--- config.mk ---
export PLATFORM = sky130hd
export DESIGN_NAME = lb_bridge
export DESIGN_NICKNAME = d
export VERILOG_FILES = /design/src/rtl/lb_bridge.sv
export SDC_FILE = /design/constraint.sdc
export NUM_CORES = 1
export LEC_CHECK = 0
export ABC_AREA = 1
export ABC_CLOCK_PERIOD_IN_PS = 5200
export CAP_MARGIN = 20
export CELL_PAD_IN_SITES_DETAIL_PLACEMENT = 0
export CELL_PAD_IN_SITES_GLOBAL_PLACEMENT = 2
export CORE_MARGIN = 2
export CORE_UTILIZATION = 30
export DETAILED_ROUTE_END_ITERATION = 12
export PLACE_DENSITY_LB_ADDON = 0.05
export SYNTH_ARGS = -nofsm -noshare
export SYNTH_HDL_FRONTEND = slang
export SYNTH_SLANG_ARGS = --single-unit
--- constraint.sdc ---
create_clock -name clk_lb -period 5.2 [get_ports clk_lb]
set_input_delay 1.04 -clock clk_lb [delete_from_list [all_inputs] [get_ports clk_lb]]
set_output_delay 1.04 -clock clk_lb [all_outputs]
set_load 0.01 [all_outputs]
--- src/rtl/lb_bridge.sv ---
// lb_bridge: byte-stream command parser driving a 32-bit local bus.
// Reads return MSB-first bytes over a busy-gated transmit strobe.
module lb_bridge #(
    parameter int unsigned rd_timeout   = 255,
    parameter int unsigned idle_timeout = 65535
) (
    input  logic        clk_lb,
    input  logic        reset,
    input  logic [7:0]  rx_byte,
    input  logic        rx_rdy,
    output logic [7:0]  tx_byte,
    output logic        tx_en,
    input  logic        tx_busy,
    output logic        lb_wr,
    output logic        lb_rd,
    output logic [31:0] lb_addr,
    output logic [31:0] lb_wr_d,
    input  logic [31:0] lb_rd_d,
    input  logic        lb_rd_rdy,
    output logic        busy,
    output logic        timeout_err
);

    typedef enum logic [2:0] {
        S_IDLE, S_ADDR, S_WDATA, S_RCNT,
        S_WR, S_RD, S_RWAIT, S_TX
    } state_t;

    localparam logic [16:0] RD_TO   = 17'(rd_timeout);
    localparam logic [16:0] IDLE_TO = 17'(idle_timeout);

    state_t      state_q, state_d;
    logic [1:0]  cmd_q, cmd_d;
    logic [1:0]  bcnt_q, bcnt_d;
    logic [31:0] addr_q, addr_d;
    logic [31:0] wdat_q, wdat_d;
    logic [31:0] rdat_q, rdat_d;
    logic [8:0]  rcnt_q, rcnt_d;
    logic [15:0] wait_q, wait_d;
    logic [15:0] idle_q, idle_d;
    logic        hold_q, hold_d;

    logic [16:0] idle_inc;
    logic        idle_exp;
    logic [7:0]  tx_sel;

    assign idle_inc = {1'b0, idle_q} + 17'd1;
    assign idle_exp = !rx_rdy && (idle_inc == IDLE_TO);

    assign lb_addr = addr_q;
    assign lb_wr_d = wdat_q;
    assign busy    = (state_q != S_IDLE);

    // Select the outgoing read-data byte, MSB first.
    always_comb begin
        tx_sel = 8'h00;
        unique case (bcnt_q)
            2'd0: tx_sel = rdat_q[31:24];
            2'd1: tx_sel = rdat_q[23:16];
            2'd2: tx_sel = rdat_q[15:8];
            2'd3: tx_sel = rdat_q[7:0];
            default: tx_sel = 8'h00;
        endcase
    end

    // Next-state and output decode for the packet parser and bus engine.
    always_comb begin
        state_d     = state_q;
        cmd_d       = cmd_q;
        bcnt_d      = bcnt_q;
        addr_d      = addr_q;
        wdat_d      = wdat_q;
        rdat_d      = rdat_q;
        rcnt_d      = rcnt_q;
        wait_d      = wait_q;
        idle_d      = idle_q;
        hold_d      = 1'b0;
        lb_wr       = 1'b0;
        lb_rd       = 1'b0;
        tx_en       = 1'b0;
        tx_byte     = 8'h00;
        timeout_err = 1'b0;
        unique case (state_q)
            S_IDLE: begin
                if (rx_rdy && rx_byte <= 8'h02) begin
                    cmd_d   = rx_byte[1:0];
                    bcnt_d  = 2'd0;
                    idle_d  = 16'd0;
                    state_d = S_ADDR;
                end
            end
            S_ADDR: begin
                if (rx_rdy) begin
                    addr_d = {addr_q[23:0], rx_byte};
                    bcnt_d = bcnt_q + 2'd1;
                    idle_d = 16'd0;
                    if (bcnt_q == 2'd3) begin
                        state_d = (cmd_q == 2'd0) ? S_WDATA : S_RCNT;
                    end
                end else if (idle_exp) begin
                    idle_d  = 16'd0;
                    state_d = S_IDLE;
                end else begin
                    idle_d = idle_inc[15:0];
                end
            end
            S_WDATA: begin
                if (rx_rdy) begin
                    wdat_d = {wdat_q[23:0], rx_byte};
                    bcnt_d = bcnt_q + 2'd1;
                    idle_d = 16'd0;
                    if (bcnt_q == 2'd3) begin
                        state_d = S_WR;
                    end
                end else if (idle_exp) begin
                    idle_d  = 16'd0;
                    state_d = S_IDLE;
                end else begin
                    idle_d = idle_inc[15:0];
                end
            end
            S_RCNT: begin
                if (rx_rdy) begin
                    rcnt_d  = (rx_byte == 8'h00) ? 9'd256
                                                 : {1'b0, rx_byte};
                    idle_d  = 16'd0;
                    state_d = S_RD;
                end else if (idle_exp) begin
                    idle_d  = 16'd0;
                    state_d = S_IDLE;
                end else begin
                    idle_d = idle_inc[15:0];
                end
            end
            S_WR: begin
                lb_wr   = 1'b1;
                state_d = S_IDLE;
            end
            S_RD: begin
                lb_rd   = 1'b1;
                wait_d  = 16'd1;
                state_d = S_RWAIT;
            end
            S_RWAIT: begin
                if (lb_rd_rdy) begin
                    rdat_d  = lb_rd_d;
                    bcnt_d  = 2'd0;
                    wait_d  = 16'd0;
                    state_d = S_TX;
                end else if ({1'b0, wait_q} >= RD_TO) begin
                    rdat_d      = 32'hFFFF_FFFF;
                    timeout_err = 1'b1;
                    bcnt_d      = 2'd0;
                    wait_d      = 16'd0;
                    state_d     = S_TX;
                end else begin
                    wait_d = wait_q + 16'd1;
                end
            end
            S_TX: begin
                tx_byte = tx_sel;
                if (!hold_q && !tx_busy) begin
                    tx_en  = 1'b1;
                    hold_d = 1'b1;
                    bcnt_d = bcnt_q + 2'd1;
                    if (bcnt_q == 2'd3) begin
                        rcnt_d = rcnt_q - 9'd1;
                        if (rcnt_q == 9'd1) begin
                            state_d = S_IDLE;
                        end else begin
                            state_d = S_RD;
                            if (cmd_q == 2'd2) begin
                                addr_d = addr_q + 32'd4;
                            end
                        end
                    end
                end
            end
            default: state_d = S_IDLE;
        endcase
    end

    // State and datapath registers.
    always_ff @(posedge clk_lb or negedge reset) begin
        if (!reset) begin
            state_q <= S_IDLE;
            cmd_q   <= 2'd0;
            bcnt_q  <= 2'd0;
            addr_q  <= 32'd0;
            wdat_q  <= 32'd0;
            rdat_q  <= 32'd0;
            rcnt_q  <= 9'd0;
            wait_q  <= 16'd0;
            idle_q  <= 16'd0;
            hold_q  <= 1'b0;
        end else begin
            state_q <= state_d;
            cmd_q   <= cmd_d;
            bcnt_q  <= bcnt_d;
            addr_q  <= addr_d;
            wdat_q  <= wdat_d;
            rdat_q  <= rdat_d;
            rcnt_q  <= rcnt_d;
            wait_q  <= wait_d;
            idle_q  <= idle_d;
            hold_q  <= hold_d;
        end
    end

endmodule

==> flow_summary.ini <==
[sta]
setup_ws_ps = 1406
fmax_mhz = 263.6
fin_crit_ps = 3794
report.final.slew_viol_count = 0
post-route-period-util = 0.7296
tns_ps = 0
finalSetupViolations = 0
max_slew_margin = 0.3547
fin_skew_ps = 16.66
grt_setup_unrepaired = no
tightest_slew_ps = 968.0
final_hold_viol_count = 0

[synth]
synth-main-ff-cell = dfrtp_1
async_reset_ff_frac = 1.000
yosysSeqAreaShare = 0.4581
synth_common_cells = nand2_1 (199), nor2_1 (154), dfrtp_1 (145)
synth_cells = 1030
ys_warn_count = 0
synthesis.area_sq_um = 7920
yosys-top-cells-area = dfrtp_1 (46%), nand2_1 (9.4%), nor2_1 (7.3%)
ys_types = 47
synth_top_area_cell = dfrtp_1
synth_top_cell_area_share = 0.4581
synth_edf_count = 0
yosysMostFrequentCell = nand2_1
syn_nets = 1085
postSynthAreaPerCell_sq_um = 7.689
ys_seq_elements = 145

[min_path]
hp-class = reg2reg

[placement]
dp_hpwl_mm = 16.19
io_buffers = 121
dp.cells = 1454
gp_congestion = 0.7776
pre_cts_slack_ps = 1826

[route]
first_iter_violations = 487
wl_mm = 23.41
routedWlPerCell_um = 15.77
dr.pass1.iters = 5
vias = 7003
vias_per_cell = 4.716
drc_errors = 0
ant_nets = 0

[global_route]
use_met3 = 0.03089
antenna_found_initial = 0
grt_use_met2 = 0.2661
first_global_vias = 6905
grt.busiest_layer = met2
track_usage = 0.1710
grt_overflow_total = 0
use_met1 = 0.2484
grt_max_degree = 97
grt_pass1_wl_mm = 38.04

[clocking]
cts_tree = built
path_clk_slew_ps = 60
h-tree-depth = 4
cts_setup_buffers = 0
worst_skew_pair.late_latency_ps = 430
cts_buffers = 17
clock_path_buffers = 2
post_cts_resized = 0
clock-sinks = 145
ctsHoldBuffers = 0
root_buffer = clkbuf_16

[floorplanning]
start_util = 0.3048
die_w_um = 166.5
num_rows = 59
core-area_sq_um = 25980
dieArea_sq_um = 27720
ios = 122
die_y_um = 166.5

[pwr]
power.density_nw_per_um2 = 525.2
irDropWorstVdd_v = 0.0002245
p_leak_nw = 4.254

[critical_path]
critical_path_class = reg2out
worstPathRequired_ps = 4160
critPathMaxFanout = 22
cp.arrival_ps = 2750
startpoint_type = flop
cp-end-kind = output port

[finish]
area_growth_pct = 26.45
n_fill_cell = 2772
layout-drive-gt1-share = 0.08174
instances_no_fill = 1485
post-route-util = 0.3854
diodes = 0
fin_nets = 1193

[outcome]
status = completed

[job]
drv_cap = 0
kinds of logic (layout without fill, tap and decap cells):
logic type | count (synthesis) | count (layout) | synth area share
compound gates | 175 | 175 | 0.1246
simple gates | 515 | 515 | 0.2918
buf+inv | 164 | 284 | 0.08562
mux | 3 | 3 | 0.004107
flops | 145 | 145 | 0.4581
fa+ha+maj | 10 | 10 | 0.01580
xor+xnor | 18 | 18 | 0.01991
report_power, final:
part	internal [W]	leakage [nW]	total [W]	switching, W
Clock	0.000772	0.297	0.00133	0.000562
Combinational	0.000857	2.19	0.00195	0.00110
Sequential	0.00155	1.76	0.00197	0.000428
layout by cell type (no fill, tap or decap), drive strengths merged, types with 10 or more instances in the layout:
cell	n
nand2	205
nor2	166
dfrtp	145
inv	131
clkdlybuf4s50	120
o21ai	90
nor3	58
nand3	49
a21oi	45
xor2	17
clkbuf	17
nand4	17
a31oi	16
o22ai	14
ha	10
area by class of cell:
type                       count  area (sq um)  share of cell area
sequential                   145          3628              0.3623
multi-input combinational    721          3613              0.3608
timing repair buffer         128          1265              0.1263
inverter                     125         471.7             0.04710
clock buffer                  17         425.4             0.04248
tap                          335         419.2             0.04185
clock inverter                14         191.4             0.01912
through the flow:
step	hold slack (ps)	power, W	cell area [sq um]
final	441.2	0.005259	10010
after global routing	472.4	0.005671	10010
after CTS	448.1	0.005336	10010
after detailed placement	438.8	0.003968	9398
after global placement	435.5	0.003982	9398
after floorplan	459.6	0.003040	7920
worst max-delay path, stage by stage (launching register included):
cell             delay (ps)
dfrtp_1                 520
nand2_2                 140
inv_2                    70
nand2_2                  50
inv_1                   570
o21ai_0                 200
a31oi_1                 220
clkdlybuf4s50_1         570
path summary, 6_finish.rpt:
kind	start	to	slack (ps)	cells past startpoint
worst max-delay path	state_q[1]	tx_byte[7]	1410	7
worst min-delay path	hold_q	hold_q	440	1
worst max register to register	state_q[1]	lb_addr[18]	2170	12
worst min register to register	hold_q	hold_q	440	1
max in group asynchronous	reset	rdat_q[25]	3400	2
min in group asynchronous	reset	idle_q[10]	720	1
sequential cells by signal, summed over array words and instances (netlist names):
| name | count |
|---|---|
| lb_addr | 32 |
| lb_wr_d | 32 |
| rdat_q | 32 |
| idle_q | 16 |
| wait_q | 16 |
| rcnt_q | 9 |
| state_q | 3 |
| bcnt_q | 2 |
| cmd_q | 2 |
| hold_q | 1 |
metal layers:
layer  wire length [um]  share of wire
met5                  0              0
met4                160         0.0068
met3                758          0.032
met2              10270           0.44
met1              12220           0.52
Power figures use the tool's default switching activity.
==> RTL edit 1, RTL diff (same settings) <==
Take the reset off `rdat_q` and load it in a clocked block of its own.
--- a/src/rtl/lb_bridge.sv
+++ b/src/rtl/lb_bridge.sv
@@ -188,7 +188,6 @@
             bcnt_q  <= 2'd0;
             addr_q  <= 32'd0;
             wdat_q  <= 32'd0;
-            rdat_q  <= 32'd0;
             rcnt_q  <= 9'd0;
             wait_q  <= 16'd0;
             idle_q  <= 16'd0;
@@ -199,7 +198,6 @@
             bcnt_q  <= bcnt_d;
             addr_q  <= addr_d;
             wdat_q  <= wdat_d;
-            rdat_q  <= rdat_d;
             rcnt_q  <= rcnt_d;
             wait_q  <= wait_d;
             idle_q  <= idle_d;
@@ -207,5 +205,9 @@
         end
     end
 
+    always_ff @(posedge clk_lb) begin
+        rdat_q <= rdat_d;
+    end
+
 endmodule
 
Formal check against the unedited RTL: no difference found for any inputs over 4 cycles, from zero or initial values and one cycle with reset low; that may be too few to reach the edited logic, so the function may still have changed.
==> RTL edit 1 against the original RTL <==
- fmax rose by 1.4%
- clock power fell by 6%
- sequential cell count did not move
- critical path type unchanged
- wire length fell by 4.1%
- clock skew barely moved
- synthesized cell count fell by 2.6%
- worst hold slack improved by 4.7 ps
- area after synthesis fell by 0.32%
- global-route usage fell by 0.75 points
- design area fell by 0.12%
- power fell by 1.8%
- setup slack improved by 52 ps
==> RTL edit 1: results (changes against the original RTL) <==
stage	metric	value	unit	change
placement	dpl.hpwl	16240	µm	was 16190 µm
synth	synth_edf_count	32		was 0
timing	finClkSkew	16.95	ps	was 16.66 ps
final_layout	drive_gt1_frac	0.07174		was 0.08174
synth	synth_common_cells	nand2_1, inv_1, dfrtp_1		was nand2_1, nor2_1, dfrtp_1
drt	drt_iter0_markers	464		was 487
timing	slew_headroom	0.3908		was 0.3547
final_layout	syn2layout_area_growth	26.69	%	was 26.45%
run_status	status	finished clean		unchanged
synth	syn_nets	1058		was 1085
final_layout	fin_nets	1171		was 1193
setup_path	crit_arrival	2700	ps	was 2750 ps
min_path	hp-class	register to register		unchanged
synth	yosysUniqueCellTypes	51		was 47
clock_network	cts_buffers	17		unchanged
synth	ys_seq_area_frac	0.4799		was 0.4581
pwr	ir_drop	0.2563	mV	was 0.2245 mV
clock_network	clockBufferDepth	2		unchanged
placement	placed_cell_area	0.009409	mm²	was 0.009398 mm²
drt	vias	6868		was 7003
setup_path	crit_fanout	45		was 22
placement	finalWeightedCongestion	0.7530		was 0.7776
setup_path	ff2ff_path_depth	10		was 12
drt	post_drt_wl_per_cell	15.34	µm	was 15.77 µm
setup_path	slowest_stage	clkdlybuf4s50_1		was inv_1
pwr	cellLeakagePower	4.291	nW	was 4.254 nW
synth	synthArstFlopShare	0.7793		was 1.000
grt	grt_first_pass_wirelength	36630	µm	was 38040 µm
final_layout	fillers	2768		was 2772
grt	track_usage	0.1635		was 0.1710
grt	grt_max_degree	52		was 97
synth	synth_area_leaders	dfrtp_1, edfxtp_1, nand2_1		was dfrtp_1, nand2_1, nor2_1
clock_network	cts_setup_buffers	0		unchanged
grt	grt_pass1_vias	6744		was 6905
RTL edit 1: cell count changes in the layout (fill, tap and decap cells not counted), moves of 9 or more:
cell      before  now
a21oi_1       42   33
dfrtp_1      145  113
edfxtp_1       0   32
inv_1        112  128
nand2_1      199  252
nor2_1       154   99
nor3_1        54   19
o21ai_1        6   16
RTL edit 1: cell type report:
type                       count  share of cell area
inverter                     135             0.05116
clock buffer                  19             0.04541
timing repair buffer         127              0.1253
tap                          335             0.04191
sequential                   145              0.3788
clock inverter                13             0.01389
multi-input combinational    690              0.3435
RTL edit 1: layer usage:
metal | track usage | share of wire | wire length, µm | vias up
met2 | 0.2683 | 0.48 | 10710 | 99
met3 | 0.02812 | 0.029 | 646 | 13
met5 | 0 | 0 | 0 | -
li1 | - | - | - | 3508
met4 | 0.03036 | 0.0061 | 138 | 0
met1 | 0.2293 | 0.49 | 10960 | 3248
RTL edit 1: cells by family (layout without fill, tap and decap cells):
| kind of cell | Yosys count | after routing | share of synthesized area |
|---|---|---|---|
| AO/OA/AOI/OAI | 176 | 176 | 0.1244 |
| XOR/XNOR | 16 | 16 | 0.01775 |
| adder cells (fa/ha/maj) | 10 | 10 | 0.01585 |
| buffers and inverters | 168 | 294 | 0.08558 |
| flip-flops | 145 | 145 | 0.4799 |
| multiplexers | 6 | 6 | 0.008557 |
| AND/OR/NAND/NOR | 482 | 482 | 0.2680 |
RTL edit 1: final timing paths:
path | endpoint | startpoint | slack, ps
worst max-delay path | tx_byte[0] | state_q[0]$_DFFE_PN0P_ | 1460
min in group asynchronous | lb_wr_d[19]$_DFFE_PN0P_ | reset | 580
worst min register to register | hold_q$_DFF_PN0_ | hold_q$_DFF_PN0_ | 450
worst min-delay path | hold_q$_DFF_PN0_ | hold_q$_DFF_PN0_ | 450
worst max register to register | lb_addr[24]$_DFFE_PN0P_ | state_q[0]$_DFFE_PN0P_ | 2100
max in group asynchronous | lb_addr[14]$_DFFE_PN0P_ | reset | 3670
RTL edit 1: power breakdown:
part | total [mW] | switching [mW] | internal (mW)
clock | 1.25 | 0.549 | 0.705
combinational | 2.05 | 1.18 | 0.875
sequential | 1.86 | 0.361 | 1.50
total | 5.17 | 2.09 | 3.08
RTL edit 1: critical path, delay by kind of cell (launching register included):
kind                   cells  cell delay, ps
and+or+nand+nor            2             410
AOI/OAI and AO/OA          2             330
buffers and inverters      3            1050
DFF                        1             490
RTL edit 1: through the flow:
step	cells	worst slack, ps
2_1_floorplan	1003	2721
3_3_place_gp	1432	1740
3_5_place_dp	1432	1737
4_1_cts	1464	1387
5_1_grt	1464	1214
6_report	1464	1458
==> RTL edit 2, RTL diff (same settings) <==
Made on the original files. Set the parameter `rd_timeout` to 128 (it was 255).
--- a/src/rtl/lb_bridge.sv
+++ b/src/rtl/lb_bridge.sv
@@ -1,7 +1,7 @@
 // lb_bridge: byte-stream command parser driving a 32-bit local bus.
 // Reads return MSB-first bytes over a busy-gated transmit strobe.
 module lb_bridge #(
-    parameter int unsigned rd_timeout   = 255,
+    parameter int unsigned rd_timeout   = 128,
     parameter int unsigned idle_timeout = 65535
 ) (
     input  logic        clk_lb,
Formal check against the unedited RTL: no difference found for any inputs over 10 cycles, from zero or initial values and one cycle with reset low; that may be too few to reach the edited logic, so the function may still have changed.
==> RTL edit 2 against the original RTL <==
- synthesized cell count shrank 2.4%
- clock skew is essentially flat
- cell count shrank 1.4%
- sequential cell count is the same
- area after synthesis shrank 0.55%
- die area shrank 0.54%
- non-clock buffer count shrank 1
- design area grew 0.14%
- power shrank 4.4%
- wire length shrank 2.4%
- setup slack gained 110 ps
==> RTL edit 2: results (changes against the original RTL) <==
stage	metric	value	unit	change
drt	drt_iter0_markers	389		was 487
grt	met2_usage	0.2616		was 0.2661
grt	grt_max_degree	85		was 97
final_layout	fillers	2689		was 2772
drt	drt-total-wl	22850	µm	was 23410 µm
timing	finClkSkew	16.83	ps	was 16.66 ps
pwr	clock_power_share	0.265		was 0.254
placement	finalWeightedCongestion	0.7778		was 0.7776
grt	gr-usage-met1	0.2441		was 0.2484
synth	yosysUniqueCellTypes	50		was 47
setup_path	timing.rr.end	lb_addr[23]$_DFFE_PN0P_		was lb_addr[18]$_DFFE_PN0P_
setup_path	max_stage_delay	660	ps	was 570 ps
pwr	cellLeakagePower	4.356	nW	was 4.254 nW
final_layout	instances_no_fill	1464		was 1485
final_layout	drive_gt1_frac	0.09300		was 0.08174
grt	met3_usage	0.03122		was 0.03089
placement	pre_cts_slack	1687	ps	was 1826 ps
setup_path	crit_fanout	37		was 22
timing	slew_headroom	0.4467		was 0.3547
pwr	ir_drop	0.2234	mV	was 0.2245 mV
placement	placed_cell_area	0.009375	mm²	was 0.009398 mm²
setup_path	regToRegStartpoint	state_q[2]$_DFFE_PN0P_		was state_q[1]$_DFFE_PN0P_
synth	syn_inst	1005		was 1030
grt	grt_first_pass_wirelength	37310	µm	was 38040 µm
synth	syn_nets	1061		was 1085
pwr	p_seq	1.88	mW	was 1.97 mW
placement	dpl.hpwl	16140	µm	was 16190 µm
setup_path	slowest_stage	clkdlybuf4s50_1		was inv_1
run_status	status	finished clean		unchanged
setup_path	cp-endpoint	tx_en		was tx_byte[7]
setup_path	reg2reg_slack	2360	ps	was 2170 ps
drt	vias	6868		was 7003
final_layout	fin_nets	1172		was 1193
synth	ys_seq_area_frac	0.4607		was 0.4581
placement	dp.cells	1431		was 1454
grt	grt_pass1_vias	6770		was 6905
## RTL edit 2: changes by cell type after synthesis, moves of 14 or more
cell / unedited run / this run
a21oi_1: 42 / 20
inv_1: 112 / 98
mux2_2: 2 / 28
nand2_1: 199 / 258
nand3_1: 46 / 65
nor2_1: 154 / 110
nor3_1: 54 / 23
## RTL edit 2: metal layers
layer,part of all wire,vias up
met3,0.036,13
met5,0,-
li1,-,3517
met2,0.45,133
met4,0.0080,0
met1,0.51,3205
## RTL edit 2: area by class of cell
class	instances	area, µm²	area share
inverters	102	384.1	0.03830
clock inverters	14	193.9	0.01934
well taps	335	419.2	0.04180
repair buffers	127	1270	0.1266
multi-input cells	723	3694	0.3683
flip-flops and latches	145	3628	0.3618
clock buffers	18	439.2	0.04379
## RTL edit 2: worst min-delay path by stage
stage                                start                      to  slack (ps)  depth (start not counted)
global route              hold_q$_DFF_PN0_        hold_q$_DFF_PN0_         490                          1
CTS                       hold_q$_DFF_PN0_        hold_q$_DFF_PN0_         460                          1
finish                    hold_q$_DFF_PN0_        hold_q$_DFF_PN0_         460                          1
floorplan           rdat_q[24]$_DFFE_PN0P_  rdat_q[24]$_DFFE_PN0P_         450                          2
detailed placement        hold_q$_DFF_PN0_        hold_q$_DFF_PN0_         440                          1
global placement          hold_q$_DFF_PN0_        hold_q$_DFF_PN0_         430                          1
## RTL edit 2: cell families (layout without fill, tap and decap cells)
kind of cell             after synthesis  in the layout  share of synthesized area
AO/OA/AOI/OAI                        166            166                     0.1203
XOR/XNOR                              14             14                    0.01557
adder cells (fa/ha/maj)               11             11                    0.01747
buffers and inverters                137            261                    0.07133
flip-flops                           145            145                     0.4607
multiplexers                          29             29                    0.04130
AND/OR/NAND/NOR                      503            503                     0.2734
